### config.mk
export PLATFORM = sky130hd
export DESIGN_NAME = dac_update_sched
export DESIGN_NICKNAME = d
export VERILOG_FILES = /design/src/rtl/dac_sched_pkg.sv /design/src/rtl/rr_arb2.sv /design/src/rtl/dac_update_sched.sv
export SDC_FILE = /design/constraint.sdc
export NUM_CORES = 1
export LEC_CHECK = 0
export BUFFER_PORTS_ARGS = -buffer_cell sky130_fd_sc_hd__buf_2
export CAP_MARGIN = 10
export CORE_ASPECT_RATIO = 0.75
export CORE_UTILIZATION = 53
export CTS_CLUSTER_SIZE = 14
export DETAILED_ROUTE_END_ITERATION = 16
export GPL_ROUTABILITY_DRIVEN = 0
export PLACE_DENSITY = 0.78
export SLEW_MARGIN = 5
export SYNTH_ARGS = -nofsm -noshare
export SYNTH_HDL_FRONTEND = slang
export SYNTH_SLANG_ARGS = --single-unit
### constraint.sdc
create_clock -name CLK -period 2.4 [get_ports CLK]
set_input_delay 0.24 -clock CLK [delete_from_list [all_inputs] [get_ports CLK]]
set_output_delay 0.24 -clock CLK [all_outputs]
set_load 0.03 [all_outputs]
### src/rtl/dac_sched_pkg.sv
// Shared types and constants for the PLL sequencer / DAC update scheduler.
package dac_sched_pkg;

  localparam int unsigned DW_DEF        = 10;
  localparam int unsigned DIVW_DEF      = 16;
  localparam int unsigned CP_SETTLE_DEF = 64;
  localparam int unsigned LOCK_WAIT_DEF = 1024;
  localparam logic [9:0]  MIDSCALE      = 10'h200;

  typedef enum logic [1:0] {
    ST_OFF    = 2'd0,
    ST_CP_ON  = 2'd1,
    ST_VCO_ON = 2'd2,
    ST_RUN    = 2'd3
  } state_t;

endpackage

### src/rtl/rr_arb2.sv
// Two-way round-robin arbiter; grants only in a tick slot.
module rr_arb2 (
  input  logic [1:0] valid,
  input  logic       tick,
  input  logic       last_grant,
  output logic [1:0] grant
);

  // On contention, the requester that was not granted last time wins.
  always_comb begin
    grant = 2'b00;
    if (tick) begin
      if (valid[0] && (!valid[1] || last_grant)) begin
        grant[0] = 1'b1;
      end else if (valid[1]) begin
        grant[1] = 1'b1;
      end
    end
  end

endmodule

### src/rtl/dac_update_sched.sv
// PLL enable sequencing plus rate-limited, round-robin shared DAC update path.
// Optional macro DAC_UNDERRUN_CNT_EN adds the underrun_cnt_o counter.
module dac_update_sched
  import dac_sched_pkg::*;
#(
  parameter int unsigned DW        = DW_DEF,
  parameter int unsigned DIVW      = DIVW_DEF,
  parameter int unsigned CP_SETTLE = CP_SETTLE_DEF,
  parameter int unsigned LOCK_WAIT = LOCK_WAIT_DEF
) (
  input  logic            CLK,
  input  logic            reset,
  input  logic            en_i,
  input  logic [DIVW-1:0] div_i,
  input  logic            req0_valid_i,
  input  logic [DW-1:0]   req0_data_i,
  output logic            req0_ready_o,
  input  logic            req1_valid_i,
  input  logic [DW-1:0]   req1_data_i,
  output logic            req1_ready_o,
  output logic            enb_cp_o,
  output logic            enb_vco_o,
  output logic            pll_ready_o,
  output logic [DW-1:0]   dac_d_o,
  output logic            tick_o
`ifdef DAC_UNDERRUN_CNT_EN
  ,
  output logic [7:0]      underrun_cnt_o
`endif
);

  localparam int unsigned TMAX = (CP_SETTLE > LOCK_WAIT) ? CP_SETTLE : LOCK_WAIT;
  localparam int unsigned TW   = $clog2(TMAX + 1);

  state_t          state, state_n;
  logic [TW-1:0]   timer;
  logic [DIVW-1:0] div_cnt;
  logic [DIVW-1:0] div_load;
  logic            tick;
  logic            last_grant;
  logic [1:0]      grant;

  always_ff @(posedge CLK) begin
    if (reset) state <= ST_OFF;
    else       state <= state_n;
  end

  always_comb begin
    state_n = state;
    if (!en_i) begin
      state_n = ST_OFF;
    end else begin
      case (state)
        ST_OFF:    state_n = ST_CP_ON;
        ST_CP_ON:  if (timer == TW'(CP_SETTLE - 1)) state_n = ST_VCO_ON;
        ST_VCO_ON: if (timer == TW'(LOCK_WAIT - 1)) state_n = ST_RUN;
        ST_RUN:    state_n = ST_RUN;
        default:   state_n = ST_OFF;
      endcase
    end
  end

  // Sequence timer restarts on every state change.
  always_ff @(posedge CLK) begin
    if (reset || (state_n != state)) begin
      timer <= '0;
    end else if ((state == ST_CP_ON) || (state == ST_VCO_ON)) begin
      timer <= timer + TW'(1);
    end
  end

  // PLL controls are registered from the next state so they change with it.
  always_ff @(posedge CLK) begin
    if (reset) begin
      enb_cp_o    <= 1'b1;
      enb_vco_o   <= 1'b1;
      pll_ready_o <= 1'b0;
    end else begin
      enb_cp_o    <= (state_n == ST_OFF);
      enb_vco_o   <= (state_n == ST_OFF) || (state_n == ST_CP_ON);
      pll_ready_o <= (state_n == ST_RUN);
    end
  end

  assign div_load = (div_i == '0) ? '0 : (div_i - DIVW'(1));
  // Shutdown and reset suppress the slot so no handshake completes that cycle.
  assign tick     = (state == ST_RUN) && (div_cnt == '0) && en_i && !reset;
  assign tick_o   = tick;

  always_ff @(posedge CLK) begin
    if (reset || (state_n != ST_RUN)) begin
      div_cnt <= '0;
    end else if ((state != ST_RUN) || (div_cnt == '0)) begin
      div_cnt <= div_load;
    end else begin
      div_cnt <= div_cnt - DIVW'(1);
    end
  end

  rr_arb2 u_arb (
    .valid      ({req1_valid_i, req0_valid_i}),
    .tick       (tick),
    .last_grant (last_grant),
    .grant      (grant)
  );

  assign req0_ready_o = grant[0];
  assign req1_ready_o = grant[1];

  always_ff @(posedge CLK) begin
    if (reset) begin
      dac_d_o    <= DW'(MIDSCALE);
      last_grant <= 1'b1;
    end else if (!en_i) begin
      dac_d_o    <= DW'(MIDSCALE);
    end else if (grant[0]) begin
      dac_d_o    <= req0_data_i;
      last_grant <= 1'b0;
    end else if (grant[1]) begin
      dac_d_o    <= req1_data_i;
      last_grant <= 1'b1;
    end
  end

`ifdef DAC_UNDERRUN_CNT_EN
  // Counts empty update slots while running; saturates.
  always_ff @(posedge CLK) begin
    if (reset || (state_n != ST_RUN)) begin
      underrun_cnt_o <= '0;
    end else if (tick && !req0_valid_i && !req1_valid_i && (underrun_cnt_o != 8'hFF)) begin
      underrun_cnt_o <= underrun_cnt_o + 8'd1;
    end
  end
`endif

endmodule

==> impl_metrics.env, run 1 <==
export IMPL_track_usage_pct=24.2
export IMPL_synthCells=308
export IMPL_port_buffers=56
export IMPL_wire_per_inst_um=14.0
export IMPL_fmax_mhz=434
export IMPL_nFillCells=394
export IMPL_ctsHoldBuffers=0
export IMPL_drv_cap=0
export IMPL_die_w_um=83.1
export IMPL_start_kind="flop"
export IMPL_grt_start_max_net_pins=21
export IMPL_grt_pass1_vias=2267
export IMPL_regToRegSetupSlack_ps=200
export IMPL_hold_path_class="primary input to flop"
export IMPL_cts_made_buffers=5
export IMPL_cts_root_buf="clkbuf_8"
export IMPL_min_period_ps=2310
export IMPL_diodes=0
export IMPL_area_growth_pct=21.5
export IMPL_seq_area_um2=862
export IMPL_place_area_mm2=0.00301
export IMPL_grtUsageMet2_pct=36.7
export IMPL_cp_slowest_cell="or4_4"
export IMPL_core_region_area_mm2=0.00460
export IMPL_vias_per_cell=5.71
export IMPL_hold_viol=0
export IMPL_setup_violations_final=0
export IMPL_start_util_pct=56.9
export IMPL_io_pins=57
export IMPL_drtIter0Drc=193
export IMPL_yosys_warnings=0
export IMPL_arrival_ps=2070
export IMPL_drive_gt1_share_pct=27.1
export IMPL_cts_tree="done"
export IMPL_cts_htree_levels=2
export IMPL_overflow=0
export IMPL_crit_path_end="req0_ready_o"
export IMPL_worstMarginPinSlew_ps=708
export IMPL_ir_worst_vdd_mv=0.603
export IMPL_dp_cells=424
export IMPL_critPathLaunch="div_cnt[10]"
export IMPL_finalNetCount=427
export IMPL_vias=2477
export IMPL_cp_data_required_time_ps=2160
export IMPL_use_met1_pct=34.0
export IMPL_ys_seq_area_share_pct=32.9
export IMPL_holdWs_ps=143
export IMPL_clkLatencyLatePin_ps=300
export IMPL_fin_crit_sh_pct=96.1
export IMPL_path_cells="nor4_4 > nand3_2 > or4_4 > inv_1 > buf_2"
export IMPL_top_usage_layer="met2"
export IMPL_r2r_end="timer[8]"
export IMPL_clkSinkCount=43
export IMPL_grt_pass1_wl_um=10400
export IMPL_r2r_cells=7
export IMPL_instances_no_fill=434
export IMPL_rsz0062_at_grt="false"
export IMPL_ys_types=53
export IMPL_worst_clock_skew_ps=14.5
export IMPL_synth_nets=359
export IMPL_ys_ff_latch=43
export IMPL_rows=21
export IMPL_dieArea_mm2=0.00522
export IMPL_hpwl_um=4610
export IMPL_endpoint_kind="output pin"
export IMPL_fin_area_mm2=0.00318
export IMPL_clockBufferDepth=2
export IMPL_worstSetupPathType="flop to output pin"
export IMPL_synth_area_mm2=0.00262
export IMPL_max_slew_margin_pct=52.8
export IMPL_path_max_fanout=4
export IMPL_multi_input_area_mm2=0.00166
export IMPL_clk_pin_slew_ps=90
export IMPL_max_stage_delay_ps=590
export IMPL_antenna_found_initial=0
export IMPL_r2r_start="timer[0]"
export IMPL_p_leak_nw=1.36
export IMPL_routed_wl_um=6070
export IMPL_power_density_mw_per_mm2=477
export IMPL_fp_dieH_um=62.8
export IMPL_drc=0
export IMPL_setup_tns_ps=0
export IMPL_maxSlewViolCount=0
export IMPL_drtPass1Iterations=5
export IMPL_postRouteAntennaNets=0
export IMPL_status="complete, no violations"
export IMPL_use_met3_pct=5.94
export IMPL_syn_avg_cell_area_um2=8.49
[placed cells by master (no fill, tap or decap), types with 2 or more instances in the layout]
cell type,count
o2bb2ai_1,2
inv_1,12
buf_2,56
nor3_1,13
nor4_4,3
or3_1,6
nand2_1,22
xor2_1,14
nor2b_1,2
buf_4,14
a211oi_2,3
nor3b_1,2
o21a_1,2
o21ai_0,4
a21oi_1,9
and2_1,2
nand3_1,8
xnor2_1,19
o31a_1,3
a21oi_2,6
nor4_1,6
nand4_1,9
mux2i_1,2
nand4b_1,3
inv_2,2
or4_4,2
clkbuf_8,5
o221ai_1,8
nor2_1,49
bufinv_16,2
a211oi_1,8
ha_1,9
dfxtp_1,42
nand2b_1,6
[repair_timing]
action	in CTS	in global routing
resized for setup	2	3
endpoints found under the setup margin	1	2
setup buffers	0	2
pin swaps	0	1
[worst min-delay path by stage]
stage / startpoint / slack (ps) / cells past startpoint / endpoint
5_1_grt: req0_data_i[8] / 130 / 2 / dac_d_o[8]
3_3_place_gp: req0_data_i[8] / 440 / 2 / dac_d_o[8]
6_report: req0_data_i[8] / 140 / 2 / dac_d_o[8]
3_5_place_dp: req0_data_i[8] / 450 / 2 / dac_d_o[8]
4_1_cts: req0_data_i[8] / 140 / 2 / dac_d_o[8]
2_1_floorplan: reset / 340 / 1 / last_grant
[worst max-delay path, delay by kind of cell, from the launching register on]
kind	cells	cell delay (ps)
buf+inv	2	300
flops	1	350
simple gates	3	1130
[through the flow]
stage	util [%]	setup WS, ps	total power [mW]
floorplan	-	315	0.801
global placement	65.4	281	0.861
detailed placement	65.4	193	0.864
CTS	68.7	9.26	1.52
global route	69.1	2.36	1.57
finish	69.1	94.7	1.52
[metal layers]
metal | routed length [µm] | vias up
li1 | - | 1237
met1 | 2970 | 1138
met2 | 2640 | 87
met3 | 384 | 15
met4 | 78 | 0
met5 | 0 | -
[synth_stat cells, drive strengths merged]
cell type  count  area [µm²]
dfxtp         43         861
mux2i          2        20.0
nor3b          2        15.0
inv           14        52.6
o2bb2ai        2        17.5
or3            6        37.5
nor3          14        81.3
nand3b         1        7.51
a32o           1        10.0
nor2          49         184
o211ai         1        7.51
a221o          1        10.0
a211oi        11        97.6
xor2          14         123
nor2b          2        12.5
or2            1        6.26
nor4          10        98.8
nand3          9        50.1
o31ai          1        7.51
and2           2        12.5
nand2b         6        37.5
xnor2         19         166
a21oi         15        97.6
buf            6        53.8
nand4b         3        26.3
a21o           1        7.51
clkbuf         4        15.0
o21a           2        15.0
ha            10         125
o21ai          6        33.8
nand2         22        82.6
o2111a         1        11.3
nor4b          1        8.76
o311ai         1        8.76
nand4          9        56.3
or4b           1        10.0
a221oi         1        26.3
o31a           3        26.3
or4            3        26.3
o221ai         8        70.1
[registers in the layout, indices dropped and copies added, names as in the netlist]
name,count
dac_d_o,10
enb_vco_o,1
timer,11
last_grant,1
pll_ready_o,1
div_cnt,16
state,2
enb_cp_o,1
[final cells by class]
class,count,share of cell area [%]
inverter,14,1.65
clock buffer,6,2.28
clock inverter,2,1.89
multi-input combinational,241,52.1
timing repair buffer,71,12.8
tap,57,2.24
sequential,43,27.1
[kinds of logic (layout without fill, tap and decap cells)]
logic type / after synthesis / in the layout / synth area share, %
xor gates and xnor gates: 33 / 33 / 11.0
muxes: 2 / 2 / 0.765
adders and majority gates: 10 / 10 / 4.78
DFF: 43 / 43 / 32.9
AOI/OAI and AO/OA: 55 / 55 / 17.1
buffers and inverters: 24 / 93 / 4.64
and+or+nand+nor: 141 / 141 / 28.8
[power by group]
part	internal, mW	leakage [nW]	switching [mW]
Clock	0.416	0.0654	0.250
Sequential	0.716	0.347	0.00344
Combinational	0.0601	0.943	0.0695
Total	1.19	1.36	0.323
Note: power is estimated with default switching activity, not from simulation.
==> inputs of run 2 (changes only) <==
--- a/config.mk
+++ b/config.mk
@@ -13,6 +13,7 @@
 export DETAILED_ROUTE_END_ITERATION = 16
 export GPL_ROUTABILITY_DRIVEN = 0
 export PLACE_DENSITY = 0.78
+export RECOVER_POWER = 100
 export SLEW_MARGIN = 5
 export SYNTH_ARGS = -nofsm -noshare
 export SYNTH_HDL_FRONTEND = slang
==> run 2 against run 1 <==
Net effect:
- clock power barely moved
- setup slack improved by 3.2 ps
- maximum frequency grew 0.14%
- clock-buffer cell count is the same
- register-to-register slack worse by 40 ps
- clock skew about the same
- via count rose by 0.61%
- critical path depth unchanged
- core utilization is 1.4 points lower
- critical endpoint unchanged
- combinational power is 3% lower
- critical path type unchanged
- cell area down 2.0%
- cell count is the same
==> impl_metrics.env, run 2 (synthesis results as in run 1) <==
export IMPL_antenna_found_initial=0
export IMPL_clkSinkCount=43
export IMPL_fmax_mhz=434
export IMPL_die_w_um=83.1
export IMPL_drtPass1Iterations=5
export IMPL_setup_slack_ps=97.9
export IMPL_port_buffers=56
export IMPL_vias=2492
export IMPL_path_max_fanout=5
export IMPL_place_area_mm2=0.00301
export IMPL_wire_per_inst_um=14.1
export IMPL_arrival_ps=2060
export IMPL_max_stage_delay_ps=590
export IMPL_r2r_end="timer[8]"
export IMPL_hold_path_class="primary input to flop"
export IMPL_dieArea_mm2=0.00522
export IMPL_cts_made_buffers=5
export IMPL_grt_pass1_wl_um=10400
export IMPL_postRouteAntennaNets=0
export IMPL_cts_htree_levels=2
export IMPL_setup_tns_ps=0
export IMPL_holdWs_ps=142
export IMPL_fin_area_mm2=0.00312
export IMPL_io_pins=57
export IMPL_status="complete, no violations"
export IMPL_grt_start_max_net_pins=21
export IMPL_finalNetCount=427
export IMPL_drv_cap=0
export IMPL_drtIter0Drc=225
export IMPL_clockBufferDepth=2
export IMPL_hpwl_um=4610
export IMPL_routed_wl_um=6100
export IMPL_power_density_mw_per_mm2=485
export IMPL_min_period_ps=2300
export IMPL_rows=21
export IMPL_grt_pass1_vias=2267
export IMPL_overflow=0
export IMPL_r2r_start="timer[0]"
export IMPL_fp_dieH_um=62.8
export IMPL_regToRegSetupSlack_ps=160
export IMPL_cp_slowest_cell="or4_4"
export IMPL_path_cells="nor4_4 > nand3_2 > or4_4 > inv_1 > buf_2"
export IMPL_final_common_cell="nor2_1"
export IMPL_worstMarginPinSlew_ps=695
export IMPL_cp_data_required_time_ps=2160
export IMPL_cts_tree="done"
export IMPL_fin_crit_sh_pct=95.9
export IMPL_largest_reg_flops=16
export IMPL_place_ws_ps=193
export IMPL_start_util_pct=56.9
export IMPL_worstSetupPathType="flop to output pin"
export IMPL_drive_gt1_share_pct=21.0
export IMPL_core_region_area_mm2=0.00460
export IMPL_reg_top3="div_cnt (16), timer (11), dac_d_o (10)"
export IMPL_worst_clock_skew_ps=14.3
export IMPL_min_path_cells=2
export IMPL_cts_root_buf="clkbuf_8"
export IMPL_nFillCells=411
export IMPL_hold_viol=0
export IMPL_drc=0
export IMPL_ir_worst_vdd_mv=0.602
export IMPL_regMostFlops="div_cnt"
export IMPL_ctsHoldBuffers=0
export IMPL_clk_pin_slew_ps=90
export IMPL_start_kind="flop"
export IMPL_clkLatencyLatePin_ps=300
export IMPL_endpoint_kind="output pin"
export IMPL_r2r_cells=7
export IMPL_p_total_mw=1.51
export IMPL_max_slew_margin_pct=53.6
export IMPL_hold_end="dac_d_o[8]"
export IMPL_diodes=0
export IMPL_area_growth_pct=19.1
export IMPL_rsz0062_at_grt="false"
export IMPL_hp_start="req0_data_i[8]"
export IMPL_setup_violations_final=0
export IMPL_layout_common_cells="nor2_1, dfxtp_1, buf_2, nand2_1, xnor2_1"
export IMPL_maxSlewViolCount=0
export IMPL_vias_per_cell=5.74
export IMPL_p_leak_nw=1.31
export IMPL_track_usage_pct=24.2
==> run 2: final cells by class <==
type / instances / area, µm² / share of cell area [%]
inverter: 14 / 52.6 / 1.69
clock buffer: 6 / 72.6 / 2.33
timing repair buffer: 71 / 385 / 12.4
sequential: 43 / 862 / 27.7
multi-input combinational: 241 / 1610 / 51.7
tap: 57 / 71.3 / 2.29
clock inverter: 2 / 60.1 / 1.93
==> run 2: how the worst max path moves through the flow <==
| stage | cells after the start | from | end |
|---|---|---|---|
| floorplan | 8 | state[0] | timer[1] |
| global placement | 8 | div_i[0] | div_cnt[14] |
| detailed placement | 8 | state[0] | timer[0] |
| CTS | 5 | div_cnt[7] | req0_ready_o |
| global route | 6 | state[1] | req1_ready_o |
| finish | 5 | div_cnt[5] | req0_ready_o |
==> run 2: worst max-delay path, delay by kind of cell (launching register included) <==
kind | cells | cell delay [ps]
and+or+nand+nor | 3 | 1080
buffers and inverters | 2 | 300
DFF | 1 | 380
==> run 2: metal layers <==
layer / up-vias / GRT usage (%) / share of wire [%]
met4: 0 / 7.33 / 1.7
met5: - / 0 / 0
li1: 1237 / - / -
met1: 1139 / 34.0 / 49
met2: 95 / 36.7 / 43
met3: 21 / 5.94 / 7.0
==> run 2: where the power goes <==
part	switching [mW]	internal [mW]	total (mW)
logic	0.0675	0.0588	0.126
clock network	0.249	0.416	0.665
registers	0.00347	0.716	0.719
total	0.320	1.19	1.51
==> run 2: stage by stage <==
step / util, % / cells
floorplan: - / 308
global placement: 65.4 / 424
detailed placement: 65.4 / 424
CTS: 68.7 / 432
global route: 67.8 / 434
finish: 67.8 / 434
==> run 2: repair_timing <==
action / CTS / global route
buffers inserted: 0 / 2
pin swaps: 0 / 1
setup endpoints to repair: 1 / 2
gates resized for setup: 2 / 3
==> inputs of run 3 (changes only) <==
--- a/config.mk
+++ b/config.mk
@@ -12,7 +12,7 @@
 export CTS_CLUSTER_SIZE = 14
 export DETAILED_ROUTE_END_ITERATION = 16
 export GPL_ROUTABILITY_DRIVEN = 0
-export PLACE_DENSITY = 0.78
+export PLACE_DENSITY = 0.84
 export RECOVER_POWER = 100
 export SLEW_MARGIN = 5
 export SYNTH_ARGS = -nofsm -noshare
==> run 3 against run 2 <==
Net effect:
- core utilization decreased by 0.16 points
- setup slack got worse by 41 ps
- cell count shrank 0.69%
- sequential share of layout area about the same
- wire length grew 0.87%
- first-iteration DRC count fell by 22%
- critical path depth unchanged
- clock power fell by 12%
- flip-flop and latch count did not move
- combinational power barely moved
- clock-buffer cell count unchanged
- cell area is 0.24% lower
- critical path type unchanged
- largest power group unchanged
==> impl_metrics.env, run 3 (synthesis results as in run 1) <==
export IMPL_status="complete, no violations"
export IMPL_drive_gt1_share_pct=22.2
export IMPL_grt_pass1_wl_um=10400
export IMPL_r2r_end="div_cnt[11]"
export IMPL_cts_htree_levels=2
export IMPL_grt_pass1_vias=2392
export IMPL_power_density_mw_per_mm2=460
export IMPL_path_max_fanout=5
export IMPL_core_region_area_mm2=0.00460
export IMPL_cp_data_required_time_ps=2160
export IMPL_dp_cells=422
export IMPL_fin_crit_sh_pct=97.6
export IMPL_drv_cap=0
export IMPL_drtIter0Drc=176
export IMPL_nFillCells=373
export IMPL_final_util_pct=67.6
export IMPL_routed_wl_um=6150
export IMPL_ctsHoldBuffers=0
export IMPL_worst_clock_skew_ps=7.34
export IMPL_layout_common_cells="nor2_1, dfxtp_1, buf_2, nand2_1, xnor2_1"
export IMPL_worstSetupPathType="flop to output pin"
export IMPL_fin_area_mm2=0.00311
export IMPL_place_ws_ps=160
export IMPL_min_period_ps=2340
export IMPL_holdWs_ps=138
export IMPL_r2r_start="timer[6]"
export IMPL_regToRegSetupSlack_ps=150
export IMPL_p_total_mw=1.43
export IMPL_area_growth_pct=18.8
export IMPL_io_pins=57
export IMPL_clkLatencyLatePin_ps=300
export IMPL_regMostFlops="div_cnt"
export IMPL_setup_violations_final=0
export IMPL_die_w_um=83.1
export IMPL_clockBufferDepth=2
export IMPL_instances_no_fill=431
export IMPL_drtPass1Iterations=4
export IMPL_wire_per_inst_um=14.3
export IMPL_cts_made_buffers=5
export IMPL_setup_slack_ps=57.3
export IMPL_ir_worst_vdd_mv=0.415
export IMPL_clkSinkCount=43
export IMPL_p_leak_nw=1.28
export IMPL_cts_root_buf="clkbuf_8"
export IMPL_port_buffers=56
export IMPL_fmax_mhz=427
export IMPL_vias_per_cell=5.73
export IMPL_reg_top3="div_cnt (16), timer (11), dac_d_o (10)"
export IMPL_vias=2468
export IMPL_start_kind="flop"
export IMPL_crit_path_end="req0_ready_o"
export IMPL_dieArea_mm2=0.00522
export IMPL_diodes=0
export IMPL_hpwl_um=4740
export IMPL_worstMarginPinSlew_ps=732
export IMPL_r2r_cells=6
export IMPL_overflow=0
export IMPL_largest_reg_flops=16
export IMPL_hold_viol=0
export IMPL_max_slew_margin_pct=51.2
export IMPL_endpoint_kind="output pin"
export IMPL_place_area_mm2=0.00299
export IMPL_maxSlewViolCount=0
export IMPL_setup_tns_ps=0
export IMPL_track_usage_pct=24.5
export IMPL_final_common_cell="nor2_1"
export IMPL_drc=0
export IMPL_critPathLaunch="div_cnt[10]"
export IMPL_finalNetCount=424
export IMPL_fp_dieH_um=62.8
export IMPL_start_util_pct=56.9
export IMPL_arrival_ps=2100
export IMPL_cts_tree="done"
export IMPL_antenna_found_initial=0
export IMPL_hold_path_class="primary input to flop"
export IMPL_grt_start_max_net_pins=21
export IMPL_postRouteAntennaNets=0
export IMPL_rows=21
export IMPL_clk_pin_slew_ps=80
run 3: changes by cell type in the layout (fill, tap and decap cells not counted), sizes merged:
| cell | before | now |
|---|---|---|
| clkbuf | 21 | 20 |
| bufinv | 2 | 1 |
| buf | 56 | 54 |
| clkinv | 0 | 2 |
| inv | 14 | 13 |
run 3: critical path, stage by stage, from the launching register on:
cell and delay [ps]:
dfxtp_1 360, nor4_4 420, nand3_2 160, or4_1 560, inv_1 110, clkbuf_4 190
run 3: routing by layer:
metal | track usage [%] | up-vias | wire, µm
met5 | 0 | - | 0
met4 | 10.1 | 0 | 101
met3 | 4.89 | 10 | 305
met2 | 40.6 | 69 | 2900
met1 | 31.2 | 1159 | 2850
li1 | - | 1230 | -
run 3: layout make-up:
cell class / count / area (µm²) / area share [%]
clock inverters: 2 / 35.0 / 1.13
flip-flops and latches: 43 / 861 / 27.7
inverters: 14 / 52.6 / 1.69
repair buffers: 68 / 369 / 11.9
well taps: 57 / 71.3 / 2.29
clock buffers: 6 / 82.6 / 2.66
multi-input cells: 241 / 1640 / 52.7
run 3: how the worst min path moves through the flow:
stage                   startpoint          to  slack [ps]  cells after the start
floorplan                    reset  last_grant         340                      1
global placement    req0_data_i[8]  dac_d_o[8]         440                      2
detailed placement  req0_data_i[8]  dac_d_o[8]         440                      2
CTS                 req0_data_i[8]  dac_d_o[8]         130                      2
global route        req0_data_i[8]  dac_d_o[8]         140                      2
finish              req0_data_i[8]  dac_d_o[8]         140                      2
run 3: what timing repair did:
action,4_1_cts,5_1_grt
gates resized for setup,0,4
endpoints found under the setup margin,0,2
setup buffers,0,1
run 3: power breakdown:
group          total (mW)  switching, mW  internal (mW)
Sequential          0.718        0.00279          0.716
Clock               0.583          0.246          0.337
Combinational       0.127         0.0691         0.0577
